File: src/rtl/wb_pkg.sv
// Shared types and defaults for the register-file write-back arbiter.
package wb_pkg;

    localparam int XLEN_DEFAULT  = 32;
    localparam int NREGS_DEFAULT = 32;

    // One retiring result headed for the register file.
    typedef struct packed {
        logic [4:0]              rd;
        logic [XLEN_DEFAULT-1:0] data;
    } wb_req_t;

    // Which source owns the write port this cycle.
    typedef enum logic [1:0] {
        GNT_NONE = 2'd0,
        GNT_ALU  = 2'd1,
        GNT_MEM  = 2'd2
    } wb_grant_e;

endpackage

File: src/rtl/wb_scoreboard.sv
// Pending-write scoreboard: one busy bit per architectural register.
// A set (new writer issued) beats a clear (older writer retiring) on the
// same register, since the issued instruction is the younger one.
module wb_scoreboard
    import wb_pkg::*;
#(
    parameter int NREGS = NREGS_DEFAULT,
    parameter int IDX_W = $clog2(NREGS)
) (
    input  logic             clk,
    input  logic             rst,
    input  logic             set_en,
    input  logic [IDX_W-1:0] set_idx,
    input  logic             clr_en,
    input  logic [IDX_W-1:0] clr_idx,
    output logic [NREGS-1:0] busy
);

    logic [NREGS-1:0] busy_d;
    logic [NREGS-1:0] busy_q;

    // Next busy vector: set wins over clear, x0 is never busy.
    always_comb begin
        busy_d = busy_q;
        for (int i = 0; i < NREGS; i++) begin
            if (set_en && (set_idx == IDX_W'(i))) begin
                busy_d[i] = 1'b1;
            end else if (clr_en && (clr_idx == IDX_W'(i))) begin
                busy_d[i] = 1'b0;
            end else begin
                busy_d[i] = busy_q[i];
            end
        end
        busy_d[0] = 1'b0;
    end

    // Busy register, cleared asynchronously on reset.
    always_ff @(posedge clk or posedge rst) begin
        if (rst) begin
            busy_q <= {NREGS{1'b0}};
        end else begin
            busy_q <= busy_d;
        end
    end

    assign busy = busy_q;

endmodule

File: src/rtl/regfile_wb_arbiter.sv
// Write-back arbiter: merges the ALU and mem/muldiv result streams onto the
// single register-file write port, with starvation protection for the mem
// path and a pending-write scoreboard for hazard detection.
module regfile_wb_arbiter
    import wb_pkg::*;
#(
    parameter int XLEN         = XLEN_DEFAULT,
    parameter int NREGS        = NREGS_DEFAULT,
    parameter int STARVE_LIMIT = 4
) (
    input  logic             clk,
    input  logic             rst,
    input  logic             alu_valid,
    input  logic [4:0]       alu_rd,
    input  logic [XLEN-1:0]  alu_data,
    output logic             alu_ready,
    input  logic             mem_valid,
    input  logic [4:0]       mem_rd,
    input  logic [XLEN-1:0]  mem_data,
    output logic             mem_ready,
    input  logic             issue_valid,
    input  logic [4:0]       issue_rd,
    output logic [4:0]       A3,
    output logic             WE3,
    output logic [XLEN-1:0]  WD3,
    output logic [NREGS-1:0] busy
);

    localparam int         IDX_W      = $clog2(NREGS);
    localparam logic [3:0] STARVE_MAX = 4'(STARVE_LIMIT);

    wb_grant_e       grant_s;
    logic            xfer_s;
    logic [4:0]      xfer_rd_s;
    logic [XLEN-1:0] xfer_data_s;
    logic            set_en_s;

    logic [3:0]      starve_d, starve_q;
    logic            we_d, we_q;
    logic [4:0]      a3_d, a3_q;
    logic [XLEN-1:0] wd_d, wd_q;

    // Grant: a starved mem result first, then ALU, then mem.
    always_comb begin
        grant_s = GNT_NONE;
        if (mem_valid && (starve_q == STARVE_MAX)) begin
            grant_s = GNT_MEM;
        end else if (alu_valid) begin
            grant_s = GNT_ALU;
        end else if (mem_valid) begin
            grant_s = GNT_MEM;
        end else begin
            grant_s = GNT_NONE;
        end
    end

    assign alu_ready = (grant_s == GNT_ALU);
    assign mem_ready = (grant_s == GNT_MEM);

    // Select the accepted result (grant implies the source is valid).
    always_comb begin
        xfer_s      = 1'b0;
        xfer_rd_s   = 5'd0;
        xfer_data_s = {XLEN{1'b0}};
        case (grant_s)
            GNT_ALU: begin
                xfer_s      = 1'b1;
                xfer_rd_s   = alu_rd;
                xfer_data_s = alu_data;
            end
            GNT_MEM: begin
                xfer_s      = 1'b1;
                xfer_rd_s   = mem_rd;
                xfer_data_s = mem_data;
            end
            default: begin
                xfer_s      = 1'b0;
                xfer_rd_s   = 5'd0;
                xfer_data_s = {XLEN{1'b0}};
            end
        endcase
    end

    // Next write-port state: writes to x0 are accepted but dropped,
    // and address/data hold when nothing is written.
    always_comb begin
        we_d = xfer_s && (xfer_rd_s != 5'd0);
        if (we_d) begin
            a3_d = xfer_rd_s;
            wd_d = xfer_data_s;
        end else begin
            a3_d = a3_q;
            wd_d = wd_q;
        end
    end

    // Starve counter: counts refused mem cycles, saturating at the limit.
    always_comb begin
        if (mem_valid && !mem_ready) begin
            if (starve_q >= STARVE_MAX) begin
                starve_d = STARVE_MAX;
            end else begin
                starve_d = starve_q + 4'd1;
            end
        end else begin
            starve_d = 4'd0;
        end
    end

    // Write-port and starve-counter registers.
    always_ff @(posedge clk or posedge rst) begin
        if (rst) begin
            we_q     <= 1'b0;
            a3_q     <= 5'd0;
            wd_q     <= {XLEN{1'b0}};
            starve_q <= 4'd0;
        end else begin
            we_q     <= we_d;
            a3_q     <= a3_d;
            wd_q     <= wd_d;
            starve_q <= starve_d;
        end
    end

    assign WE3 = we_q;
    assign A3  = a3_q;
    assign WD3 = wd_q;

    assign set_en_s = issue_valid && (issue_rd != 5'd0);

    wb_scoreboard #(
        .NREGS (NREGS),
        .IDX_W (IDX_W)
    ) u_scoreboard (
        .clk     (clk),
        .rst     (rst),
        .set_en  (set_en_s),
        .set_idx (issue_rd[IDX_W-1:0]),
        .clr_en  (we_d),
        .clr_idx (xfer_rd_s[IDX_W-1:0]),
        .busy    (busy)
    );

endmodule

File: config.mk
export PLATFORM = sky130hd
export DESIGN_NAME = regfile_wb_arbiter
export DESIGN_NICKNAME = d
export VERILOG_FILES = /design/src/rtl/wb_pkg.sv /design/src/rtl/wb_scoreboard.sv /design/src/rtl/regfile_wb_arbiter.sv
export SDC_FILE = /design/constraint.sdc
export NUM_CORES = 1
export LEC_CHECK = 0
export CAP_MARGIN = 20
export CORE_MARGIN = 2
export CORE_UTILIZATION = 38
export DETAILED_ROUTE_END_ITERATION = 8
export HOLD_SLACK_MARGIN = 0.08
export PLACE_DENSITY = 0.77
export SYNTH_ARGS = -nofsm -noshare
export SYNTH_HDL_FRONTEND = slang
export SYNTH_HIERARCHICAL = 1
export SYNTH_SLANG_ARGS = --single-unit
File: constraint.sdc
create_clock -name clk -period 2.8 [get_ports clk]
set_clock_uncertainty 0.2 [all_clocks]
set_input_delay 0.56 -clock clk [delete_from_list [all_inputs] [get_ports clk]]
set_output_delay 0.56 -clock clk [all_outputs]
set_load 0.05 [all_outputs]
---- Yosys cells after proc, flatten, opt, wreduce, memory -nomap -nowiden ----
Cells that the tools add are included.
W data, S select, Z words.
operators by class
  order comparisons ....................... 1
  equality and inequality tests ........... 65
  reduce and logical (&&, ||, !) cells .... 101
  muxes and demuxes ....................... 70
  add/subtract/negate cells ............... 1
operators with widths
  kind                   count
  $eq A5 B5 Y1 const B   32
  $eq A5 B4 Y1 const B   16
  $logic_and A1 B1 Y1    66
  $pmux W32 S2           1
  $mux W1                63
  $reduce_bool A2 Y1     31
  $eq A5 B3 Y1 const B   8
  $eq A5 B2 Y1 const B   4
  $eq A5 B1 Y1 const B   2
  $pmux W5 S2            1
  $reduce_bool A5 Y1     2
  $mux W4                2
  $mux W2                3
  $add A4 B1 Y4 const B  1
  $eq A4 B3 Y1 const B   1
  $ge A4 B3 Y1 const B   1
  $eq A2 B1 Y1 const B   1
  $eq A2 B2 Y1 const B   1
  $reduce_or A2 Y1       1
  $logic_not A1 Y1       1
word-level totals
  bits in registers ....................... 73
  output and inout port bits .............. 72
  input bits .............................. 84
  word-level logic and storage cells ...... 273

---- Depth between registers and ports, before layout ----
Gate-level depths: netlist of the first run.
  depth after elaboration ................. 10
  depth in mapped cells ................... 16
  gate-level depth less buffers ........... 13

---- Cells and area by module ----
Netlist of the first run, hierarchy kept.
by module, submodules not included
  module              cells an instance  area an instance (um2)  sequential area each (um2)  times used
  regfile_wb_arbiter  163                2168.3                  1051.0                      1
  wb_scoreboard       124                1286.2                  775.7                       1

---- Worst setup path after synthesis of the first run ----
Ideal clock, no wire load.
  kind .................................... flip-flop to flip-flop
  start ................................... register starve_q[0]
  end ..................................... register u_scoreboard.busy_q[1] (netlist: u_scoreboard/busy[1])
  setup time .............................. 0.126 ns
  data arrival time ....................... 3.155 ns
  period minus slack after synthesis ...... 3.481 ns
  setup slack ............................. -0.681 ns
  path buffers ............................ 3
  cell stages (with the launch flop) ...... 17
  required time ........................... 2.474 ns
  path through ............................ dfrtp_1 inv_1 ha_1 nand4b_1 nand2_1 and2_1 inv_1 ha_1 buf_4 a22oi_2 a31oi_1 o21ba_1 buf_6 buf_6 or4b_4 o21ai_1 o21ai_1
between the ends
  word-level cells in the longest chain between the ends .. 9
  elaborated cells on any way between the ends .. 13
  classes of those cells .................. 4 x eq/ne; 3 x mux; 6 x reduce/logical
ends and longest elaborated chain
  element                                                 RTL line                                            text
  from (decl)                                             regfile_wb_arbiter.sv:38                            logic [3:0] starve_d, starve_q;
  from (signal assigned)                                  regfile_wb_arbiter.sv:121                           starve_q <= starve_d;
  $eq A4 B3 Y1 (*)                                        regfile_wb_arbiter.sv:46                            if (mem_valid && (starve_q == STARVE_MAX)) begin
  $logic_and A1 B1 Y1 (*)                                 regfile_wb_arbiter.sv:46
  $mux W2 (*)                                             regfile_wb_arbiter.sv:46
  $eq A2 B1 Y1 (*)                                        -
  via alu_ready                                           regfile_wb_arbiter.sv:16                            output logic alu_ready,
  $pmux W5 S2 / $reduce_or A2 Y1 (equally long branches)  -
  $reduce_bool A5 Y1 / $mux W1 (equally long branches)    regfile_wb_arbiter.sv:87, regfile_wb_arbiter.sv:65
  $logic_and A1 B1 Y1 (*)                                 regfile_wb_arbiter.sv:87                            we_d = xfer_s && (xfer_rd_s != 5'd0);
  via we_d                                                regfile_wb_arbiter.sv:39                            logic we_d, we_q;
  $logic_and A1 B1 Y1 (*)                                 wb_scoreboard.sv:28                                 end else if (clr_en && (clr_idx == IDX_W'(i))) begin
  $reduce_bool A2 Y1 (no line) (*)                        -
  to (signal assigned)                                    wb_scoreboard.sv:40                                 busy_q <= {NREGS{1'b0}};
  to (signal assigned)                                    wb_scoreboard.sv:42                                 busy_q <= busy_d;
  to (decl)                                               wb_scoreboard.sv:20                                 logic [NREGS-1:0] busy_q;
The timed path passes the listed nets; every way through them passes the cells marked *.
A chain may end at the register's enable or synchronous reset.

---- Worst setup path after layout of the first run ----
  start ................................... register starve_q[0]
  end ..................................... register u_scoreboard.busy_q[2] (netlist: u_scoreboard/busy[2])
between the ends
  word-level cells in the longest chain between the ends .. 9
  elaborated cells on any way between the ends .. 13
  classes of those cells .................. 4 x eq/ne; 3 x mux; 6 x reduce/logical
ends and longest elaborated chain
  element                                                 RTL line                                            text
  $eq A4 B3 Y1 (*)                                        regfile_wb_arbiter.sv:46
  $logic_and A1 B1 Y1 (*)                                 regfile_wb_arbiter.sv:46
  $mux W2 (*)                                             regfile_wb_arbiter.sv:46
  $eq A2 B2 Y1 / $eq A2 B1 Y1 (equally long branches)     regfile_wb_arbiter.sv:65                            case (grant_s)
  $pmux W5 S2 / $reduce_or A2 Y1 (equally long branches)  -
  $reduce_bool A5 Y1 / $mux W1 (equally long branches)    regfile_wb_arbiter.sv:87, regfile_wb_arbiter.sv:65
  $logic_and A1 B1 Y1                                     regfile_wb_arbiter.sv:87
  $logic_and A1 B1 Y1 (*)                                 wb_scoreboard.sv:28
  $reduce_bool A2 Y1 (no line) (*)                        -
Every way passes the cells marked *; elsewhere a longest branch is shown, timed or not.

==> results by group, run 1 <==
Critical path
  • Launch point of the worst path: starve_q[0]
  • Critical Path End Type: register
  • Most used cell, CP: buf_4
  • Reg-to-Reg Start: starve_q[0]
  • Slowest stage delay, CP: 0.51 ns
  • Reg2reg end: u_scoreboard/busy[2]
  • Critical Path Sink: u_scoreboard/busy[2]
  • Critical Path RT: 2.82 ns
  • CP arrival: 2.79 ns
  • CP Depth: 12
  • R2R Setup Slk: 0.02 ns
  • Cell family with most CP delay: simple AND/OR/NAND/NOR gates
  • CP Launch Type: register
  • Worst-path cell chain: inv_2 > ha_1 > nand4b_1 > nand2_2 > buf_4 > buf_4 > ha_4 > o21ai_0 > o21ba_4 > or4b_4 > o21ai_2 > o21ai_1
  • CP bufs+invs: 3
  • Maximum fanout along the worst path: 7
  • Critical path class: register to register
  • Worst R2R Path Depth: 12
  • Worst path slowest cell: or4b_4

GRT
  • Grt total ovfl: 0
  • Tot GR Track Use: 20.6%
  • Largest net degree at the start of global routing: 36
  • Initial antenna violation count: 0
  • First-pass GRT wire length: 16100 um
  • Vias in the first global route: 3215

Timing
  • Worst slew pin tran: 0.678 ns
  • Final worst hold slack: 0.312 ns
  • Period utilization: 99.1%
  • Setup violations, final: 0
  • Peak Freq: 360 MHz
  • Max-slew violations: 0
  • Relative slew slack: 54.5%
  • RSZ-0062 raised after global routing: true
  • Final Hold Fails: 0
  • Period minus WS final: 2.78 ns

Hold path
  • HP Start: WD3[19]
  • Hold WC Path Type: register to register

Logic synthesis
  • Post-Syn Nets: 375
  • Most common cell in the synthesized netlist: dfrtp_1
  • Cell Area, Synth: 0.00345 mm^2
  • Sequential fraction of the synthesis area: 52.9%
  • Synth Warn #: 6
  • Mapped Avg Cell Area: 12.0 um^2
  • Synth Flop Type: dfrtp_1
  • Top cells by count, synth: dfrtp_1 (73), o21ai_0 (58), a22o_1 (32), mux2_4 (26), inv_1 (9)
  • Ys async rst share: 100%
  • EDFF count, synth: 0
  • Synthesis-stage register bit count: 73
  • Synth unique cells: 34
  • Mapped Cells: 287
  • Synth area leader: dfrtp_1
  • Top cells by area, synth: dfrtp_1 (53%), mux2_4 (11%), o21ai_0 (8.4%), a22o_1 (8.1%), mux2_1 (2.0%)
  • Share of the synthesized area in the top cell type: 52.9%

Route
  • Routed Antenna Nets: 0
  • Via count: 3100
  • DR iter-0 viols: 91
  • Total Wirelength: 10500 um
  • DR pass1 iterations: 4
  • Vias per cell: 5.34
  • # DRC: 0
  • Avg WL per Cell: 18.0 um

CTS
  • Htree depth: 3
  • Clk slew on worst S/H paths: 0.08 ns
  • CTS root buf: clkbuf_8
  • CTS Sinks: 73
  • Worst-skew pair later-pin latency: 0.34 ns
  • Clock Path Buffers: 2
  • CTS tree: done
  • TritonCTS buffer count: 9
  • Post-CTS Hold Buffers: 0

Cells and area
  • Share of layout cells above drive strength 1: 21.1%
  • Diodes inserted: 0
  • Final Core Density: 64.9%
  • Nets: 556
  • Fill count: 674
  • Layout area overhead: 64.6%

Power and ir drop
  • Total power: 4.74 mW
  • Max VDD drop: 0.507 mV
  • Pwr Density: 834 mW/mm^2
  • LEAKAGE: 2.39 nW

Place
  • GPL Wtd Cong: 0.886
  • Port Buf Inserts: 154
  • DP Wirelength: 7530 um

Die
  • Core ar.: 0.00876 mm^2
  • DIE HEIGHT: 99.3 um
  • Die area: 0.00987 mm^2
  • Die Wd: 99.3 um
  • Initial Utilization: 39.4%
  • Row Count: 34
  • IO Pins: 156

Outcome
  • Status: complete, no violations

Flow run
  • Max Cap Violations: 0
==> cell type report <==
| class | instances | area, um^2 | area share [%] |
|---|---|---|---|
| clock inverter | 7 | 81.3 | 1.43 |
| tap | 108 | 135 | 2.38 |
| multi-input combinational | 191 | 1590 | 27.9 |
| inverter | 9 | 33.8 | 0.594 |
| clock buffer | 9 | 124 | 2.18 |
| timing repair buffer | 184 | 1900 | 33.4 |
| sequential | 73 | 1830 | 32.1 |
==> cells in the final DEF, fill, tap and decap left out, types with 4 or more instances in the layout <==
| master | n |
|---|---|
| nand2_1 | 5 |
| dfrtp_1 | 73 |
| buf_4 | 20 |
| o21ai_0 | 52 |
| clkbuf_8 | 9 |
| nand3_1 | 4 |
| a22o_1 | 32 |
| nand4b_1 | 4 |
| a22oi_2 | 4 |
| o22ai_1 | 4 |
| buf_6 | 4 |
| inv_1 | 6 |
| nor2_1 | 5 |
| buf_12 | 5 |
| clkdlybuf4s50_1 | 151 |
| inv_6 | 5 |
| o21ai_1 | 10 |
| mux2_4 | 32 |
==> state kept, by name, indices dropped and copies added, names as in the netlist <==
register and flops:
A3 5, WD3 32, WE3 1, starve_q 4, u_scoreboard/busy 31
==> how the worst min path moves through the flow <==
stage	end	slack (ns)	cells past startpoint
2_1_floorplan	starve_q[0]	0.34	2
3_3_place_gp	WD3[16]	0.27	1
3_5_place_dp	WD3[14]	0.27	1
4_1_cts	WD3[14]	0.29	1
5_1_grt	WD3[14]	0.33	1
6_report	WD3[19]	0.31	1
==> power by group <==
part | switching (mW) | internal (mW)
Combinational | 1.44 | 0.957
Clock | 0.428 | 0.427
Sequential | 0.161 | 1.33
==> cells by family after synthesis <==
kind of cell,count (synthesis),synth area share [%]
AOI/OAI and AO/OA,110,20.8
DFF,73,52.9
and+or+nand+nor,43,7.64
muxes,32,13.3
buffers and inverters,23,3.80
adders and majority gates,4,1.45
other,2,0.217
==> per-stage QoR <==
step	cell area [um^2]	setup TNS (ns)	setup slack, ns	std cells
CTS	5510	-0.0482	-0.0197	574
floorplan	3500	-0.836	-0.279	287
detailed placement	5270	-17.30	-0.395	556
global placement	5270	-13.75	-0.295	556
global route	5690	-2.86	-0.113	581
finish	5690	0	0.0249	581
==> metal layers <==
metal / vias to the layer above / GRT usage [%] / routed length (um)
li1: 1433 / - / -
met2: 159 / 34.4 / 4900
met5: - / 0 / 0
met1: 1486 / 25.8 / 4380
met4: 0 / 8.54 / 230
met3: 22 / 4.99 / 952
==> timing repair <==
action                     4_1_cts  5_1_grt
setup endpoints to repair        6       65
buffers inserted                 2        4
pin swaps                        2       13
gates cloned                     0        3
resized for setup                4       28
No activity file was read; power rests on OpenSTA's default activity.
==> run 2: changes to the inputs <==
--- a/config.mk
+++ b/config.mk
@@ -7,10 +7,11 @@
 export LEC_CHECK = 0
 export CAP_MARGIN = 20
 export CORE_MARGIN = 2
-export CORE_UTILIZATION = 38
+export CORE_UTILIZATION = 57
 export DETAILED_ROUTE_END_ITERATION = 8
+export DONT_BUFFER_PORTS = 1
 export HOLD_SLACK_MARGIN = 0.08
-export PLACE_DENSITY = 0.77
+export PLACE_DENSITY = 0.75
 export SYNTH_ARGS = -nofsm -noshare
 export SYNTH_HDL_FRONTEND = slang
 export SYNTH_HIERARCHICAL = 1
==> run 2 against run 1 <==
Net effect: sequential share of layout area is 14 points higher; count of clock-buffer cells in the layout is 1 higher; utilization is 2.2 points higher; via count is 22% lower; fmax is 1.0% higher; wire length is 23% lower; non-clock buffer count is 160 lower; register-to-register slack better by 0.03 ns; total power is 15% lower; critical path depth is 1 higher; clock power is 8.5% higher; largest cell class is now registers.
==> results by group, run 2 (synthesis gave the netlist of run 1 again) <==
Outcome
  • Status: complete, no violations

Timing
  • Period utilization: 98.1% (-0.98 points)
  • Final Hold Fails: 0 (unchanged)
  • Final worst hold slack: 0.165 ns (-0.147 ns)
  • Period minus WS final: 2.75 ns (-0.0274 ns)
  • Max-slew violations: 0 (unchanged)
  • Relative slew slack: 47.2% (-7.3 points)
  • Setup violations, final: 0 (unchanged)
  • Worst slew pin tran: 0.787 ns (+0.109 ns)
  • Peak Freq: 364 MHz (+1.0%)

Cells and area
  • Multi-input gate area: 0.00157 mm^2 (-1.1%)
  • Nets: 396 (-29%)
  • Commonest cells after routing, fill and taps aside: dfrtp_1 (73), o21ai_0 (46), a22o_1 (32)
  • FF+latch area: 0.00183 mm^2 (unchanged)
  • Diodes inserted: 0 (unchanged)
  • Final Core Density: 67.0% (+2.2 points)
  • Most common cell after layout, fill and taps aside: dfrtp_1
  • Share of layout cells above drive strength 1: 26.8% (+5.7 points)
  • Layout area overhead: 14.2%
  • Non-Filler Instances: 388 (-33%)
  • Fill count: 450 (-33%)
  • Max FFs per register: 32 (unchanged)

Route
  • Via count: 2432 (-22%)
  • Avg WL per Cell: 20.8 um (+16%)
  • DR pass1 iterations: 4 (unchanged)
  • DR iter-0 viols: 127 (+40%)
  • Total Wirelength: 8070 um (-23%)
  • Routed Antenna Nets: 0 (unchanged)
  • Vias per cell: 6.27 (+17%)
  • # DRC: 0 (unchanged)

Hold path
  • Hold depth: 1 (unchanged)
  • Hold WC Path Type: input port to register

CTS
  • CTS tree: done
  • Clock Path Buffers: 2 (unchanged)
  • Htree depth: 3 (unchanged)
  • TritonCTS buffer count: 9 (unchanged)
  • Clk slew on worst S/H paths: 0.08 ns (about the same)
  • CTS Sinks: 73 (unchanged)
  • CTS root buf: clkbuf_8
  • Worst-skew pair later-pin latency: 0.35 ns (about the same)

Critical path
  • Critical Path RT: 2.83 ns (about the same)
  • Critical path class: register to register
  • Critical Path End Type: register
  • Maximum fanout along the worst path: 8 (+1)
  • CP arrival: 2.77 ns (-0.02 ns)
  • CP Launch Type: register
  • Worst R2R Path Depth: 13 (+1)

Die
  • DIE HEIGHT: 81.9 um (-18%)
  • Row Count: 28 (-18%)
  • Initial Utilization: 58.7% (+19 points)
  • Die area: 0.00670 mm^2 (-32%)
  • Die Wd: 81.9 um (-18%)
  • IO Pins: 156 (unchanged)
  • Core ar.: 0.00589 mm^2 (-33%)

GRT
  • Largest net degree at the start of global routing: 35 (-2.8%)
  • Grt total ovfl: 0 (unchanged)
  • Vias in the first global route: 2415 (-25%)
  • Initial antenna violation count: 0 (unchanged)
  • First-pass GRT wire length: 12200 um (-24%)
  • Tot GR Track Use: 24.7% (+4.0 points)

Power and ir drop
  • Max VDD drop: 0.553 mV (+9.2%)
  • LEAKAGE: 1.71 nW (-28%)
  • Pwr Density: 1020 mW/mm^2 (+23%)

Place
  • GPL Wtd Cong: 0.873 (-1.5%)
  • Port Buf Inserts: 0 (-100%)
  • Placed insts: 367 (-34%)
  • DP Wirelength: 5890 um (-22%)

Flow run
  • Max Cap Violations: 0 (unchanged)
[run 2: cell types whose count changed in the layout (fill, tap and decap cells not counted), moves of 2 or more]
cell,delta
mux2_1,+6
buf_6,-3
nand2b_1,+2
inv_6,-4
o21ai_0,-6
o21ai_2,-2
o21ai_1,+8
mux2_4,-6
buf_12,-5
clkbuf_16,-2
nand2b_2,-2
clkdlybuf4s50_1,-151
[run 2: worst max-delay path, cell delays in order, from the launching register on]
cell,delay (ns)
dfrtp_1,0.41
inv_2,0.09
ha_4,0.13
nand4b_1,0.11
nand2_2,0.10
and2_4,0.16
inv_2,0.04
ha_4,0.18
a22oi_2,0.23
buf_4,0.16
nor2_4,0.05
or4b_4,0.55
o21ai_1,0.13
o21ai_1,0.08
[run 2: layer usage]
layer	up-vias	track usage (%)	part of all wire, %
met5	-	0	0
met4	0	12.5	2.5
met3	19	6.70	10
met2	125	40.1	49
met1	1171	30.2	38
li1	1117	-	-
[run 2: cell type report]
class	count	area share, %
Clock buffer	10	3.49
Clock inverter	6	2.25
Inverter	9	0.856
Multi-Input combinational cell	191	39.8
Sequential cell	73	46.3
Tap cell	75	2.38
Timing Repair Buffer	24	4.92
[run 2: where the power goes]
| group | internal (mW) | switching, mW | total, mW |
|---|---|---|---|
| clock network | 0.527 | 0.400 | 0.928 |
| logic | 0.334 | 0.268 | 0.602 |
| registers | 1.31 | 1.20 | 2.51 |
[run 2: per-stage QoR]
stage | instance area (um^2) | worst slack (ns) | total power [mW] | setup TNS [ns]
3_5_place_dp | 3620 | -0.0253 | 3.11 | -0.0900
6_report | 3950 | 0.0523 | 4.04 | 0
5_1_grt | 3950 | -0.0352 | 4.22 | -0.213
2_1_floorplan | 3500 | -0.279 | 2.95 | -0.836
3_3_place_gp | 3620 | 0.0713 | 3.08 | 0
4_1_cts | 3860 | 0.0333 | 4.04 | 0
[run 2: path summary, 6_finish.rpt]
path	start	to	slack [ns]
max	starve_q[0]	u_scoreboard/busy[2]	0.05
min	mem_valid	starve_q[2]	0.16
max reg2reg	starve_q[0]	u_scoreboard/busy[2]	0.05
min reg2reg	starve_q[0]	starve_q[0]	0.43
max in group asynchronous	rst	WD3[18]	1.24
min in group asynchronous	rst	WD3[22]	0.54
[run 2: what timing repair did]
item | CTS | global route
endpoints found under the setup margin | 32 | 63
buffers inserted | 0 | 4
endpoints found under the hold margin | 52 | 0
hold buffers | 1 | 0
resized for setup | 1 | 27
pin swaps | 0 | 10
==> run 3: changes to the inputs <==
--- a/config.mk
+++ b/config.mk
@@ -6,11 +6,11 @@
 export NUM_CORES = 1
 export LEC_CHECK = 0
 export CAP_MARGIN = 20
-export CORE_MARGIN = 2
 export CORE_UTILIZATION = 57
 export DETAILED_ROUTE_END_ITERATION = 8
 export DONT_BUFFER_PORTS = 1
 export HOLD_SLACK_MARGIN = 0.08
+export MAX_ROUTING_LAYER = met4
 export PLACE_DENSITY = 0.75
 export SYNTH_ARGS = -nofsm -noshare
 export SYNTH_HDL_FRONTEND = slang
==> run 3 against run 2 <==
Net effect: critical path depth down 1; sequential power barely moved; flip-flop and latch count unchanged; total power fell by 5.8%; non-clock buffer count shrank 10; sequential share of layout area increased by 1.8 points; final cell count down 3.4%; fmax grew 1.5%; via count is 2.5% lower; largest cell class unchanged; largest power group unchanged.
==> results by group, run 3 (synthesis gave the netlist of run 1 again) <==
Outcome
  • Status: complete, no violations

Route
  • Vias per cell: 6.32 (+0.87%)
  • DR iter-0 viols: 89 (-30%)
  • DR pass1 iterations: 4 (unchanged)
  • Via count: 2371 (-2.5%)
  • Total Wirelength: 8020 um (-0.62%)
  • Routed Antenna Nets: 0 (unchanged)
  • Avg WL per Cell: 21.4 um (+2.8%)
  • # DRC: 0 (unchanged)

Critical path
  • Critical path class: register to register
  • Maximum fanout along the worst path: 8 (unchanged)
  • CP arrival: 2.73 ns (-0.04 ns)
  • Slowest stage delay, CP: 0.50 ns (-0.05 ns)
  • Cell family with most CP delay: simple AND/OR/NAND/NOR gates
  • Worst-path cell chain: inv_2 > ha_4 > nand4b_1 > nand2_2 > and2_4 > ha_4 > a22oi_2 > a31oi_2 > o21ba_4 > or4b_4 > o21ai_1 > o21ai_1
  • Worst path slowest cell: or4b_4
  • Critical Path RT: 2.82 ns (about the same)
  • CP Launch Type: register
  • Worst R2R Path Depth: 12 (-1)
  • CP Depth: 12 (-1)
  • Critical Path End Type: register
  • CP bufs+invs: 1 (-2)

Cells and area
  • Final Core Density: 66.9% (-0.12 points)
  • Nets: 386 (-2.5%)
  • Layout area overhead: 9.92%
  • Diodes inserted: 0 (unchanged)
  • Share of layout cells above drive strength 1: 23.1% (-3.7 points)
  • Fill count: 419 (-6.9%)
  • Most common cell after layout, fill and taps aside: dfrtp_1
  • Multi-input gate area: 0.00156 mm^2 (-0.72%)
  • Max FFs per register: 32 (unchanged)
  • Final instance area: 0.00380 mm^2 (-3.7%)
  • Commonest cells after routing, fill and taps aside: dfrtp_1 (73), o21ai_0 (43), a22o_1 (32)
  • FF+latch area: 0.00183 mm^2 (unchanged)

Power and ir drop
  • Max VDD drop: 0.674 mV (+22%)
  • LEAKAGE: 1.63 nW (-4.8%)
  • Pwr Density: 1000 mW/mm^2 (-2.1%)

GRT
  • Tot GR Track Use: 26.7% (+2.1 points)
  • Largest net degree at the start of global routing: 34 (-2.9%)
  • Grt total ovfl: 0 (unchanged)
  • Vias in the first global route: 2378 (-1.5%)
  • Initial antenna violation count: 0 (unchanged)
  • First-pass GRT wire length: 12300 um (+0.68%)

Place
  • GPL Wtd Cong: 0.859 (-1.6%)
  • Post-DP Area: 0.00355 mm^2 (-2.0%)
  • DP Wirelength: 5760 um (-2.2%)
  • Port Buf Inserts: 0 (unchanged)
  • Pre-CTS setup slack: 0.00908 ns (+0.0344 ns)

Timing
  • Worst slew pin tran: 0.780 ns (-0.00646 ns)
  • Period minus WS final: 2.71 ns (-0.0395 ns)
  • Setup violations, final: 0 (unchanged)
  • Max-slew violations: 0 (unchanged)
  • RSZ-0062 raised after global routing: true
  • Period utilization: 96.7% (-1.4 points)
  • Final Hold Fails: 0 (unchanged)
  • Post-route setup TNS: 0 ns (unchanged)
  • Setup WS post-layout: 0.0918 ns (+0.0395 ns)
  • Relative slew slack: 47.6% (+0.43 points)
  • Peak Freq: 369 MHz (+1.5%)

CTS
  • Clock Path Buffers: 2 (unchanged)
  • CTS Sinks: 73 (unchanged)
  • CTS tree: done
  • Htree depth: 3 (unchanged)
  • CTS root buf: clkbuf_8
  • Clk slew on worst S/H paths: 0.07 ns (about the same)
  • TritonCTS buffer count: 9 (unchanged)
  • Worst-skew pair later-pin latency: 0.33 ns (-0.02 ns)

Die
  • DIE HEIGHT: 79.9 um (-2.4%)
  • Core ar.: 0.00568 mm^2 (-3.6%)
  • Initial Utilization: 60.9% (+2.2 points)
  • IO Pins: 156 (unchanged)
  • Die Wd: 79.9 um (-2.4%)
  • Row Count: 27 (-3.6%)
  • Die area: 0.00638 mm^2 (-4.8%)

Hold path
  • Hold WC Path Type: input port to register
  • Hold depth: 1 (unchanged)

Flow run
  • Max Cap Violations: 0 (unchanged)
run 3: cell count changes in the layout (fill, tap and decap cells not counted), sizes merged:
cell	previous run	this run
buf	23	13
bufinv	2	0
clkbuf	10	11
clkinv	2	3
clkinvlp	2	3
inv	9	8
run 3: final timing paths:
path / from / to / slack, ns
worst max-delay path: starve_q[1] / u_scoreboard/busy[3] / 0.09
worst min-delay path: mem_valid / starve_q[2] / 0.18
worst max register to register: starve_q[1] / u_scoreboard/busy[3] / 0.09
worst min register to register: starve_q[0] / starve_q[0] / 0.40
max in group asynchronous: rst / WD3[30] / 1.15
min in group asynchronous: rst / WE3 / 0.55
run 3: layout make-up:
| class | count | area share (%) |
|---|---|---|
| Clock buffer | 11 | 3.46 |
| Inverter | 9 | 0.890 |
| Timing Repair Buffer | 14 | 3.26 |
| Sequential cell | 73 | 48.1 |
| Multi-Input combinational cell | 191 | 41.1 |
| Clock inverter | 5 | 0.857 |
| Tap cell | 72 | 2.37 |
run 3: per-layer routing:
metal	share of wire (%)	wire length, um	up-vias	track usage, %
met5	0	0	-	-
met4	1.5	121	0	12.0
met3	9.7	780	13	7.54
met2	48	3880	118	42.5
met1	40	3240	1150	31.8
li1	-	-	1090	-
run 3: where the power goes:
part	internal [mW]	leakage (nW)	switching [mW]	total, mW
Clock	0.319	0.0753	0.375	0.694
Combinational	0.328	0.653	0.268	0.595
Sequential	1.31	0.903	1.20	2.52
Total	1.96	1.63	1.85	3.81
run 3: through the flow:
stage | hold WS [ns] | instances | power [mW]
after floorplan | 0.343 | 287 | 2.95
after global routing | 0.163 | 375 | 3.97
after CTS | 0.169 | 370 | 3.80
after detailed placement | 0.328 | 353 | 3.10
after global placement | 0.317 | 353 | 3.07
final | 0.178 | 375 | 3.81
run 3: what timing repair did:
item                                   CTS  global route
hold buffers                             1             0
endpoints found under the hold margin   52             0
pin swaps                                1            11
resized for setup                        2            22
setup buffers                            0             5
setup endpoints to repair                1            62
run 3: worst reg2reg max path, delay by kind of cell (launching register included):
| kind | cells | cell delay [ns] |
|---|---|---|
| buffers and inverters | 1 | 0.08 |
| DFF | 1 | 0.39 |
| adders and majority gates | 2 | 0.32 |
| AOI/OAI and AO/OA | 5 | 0.73 |
| and+or+nand+nor | 4 | 0.87 |
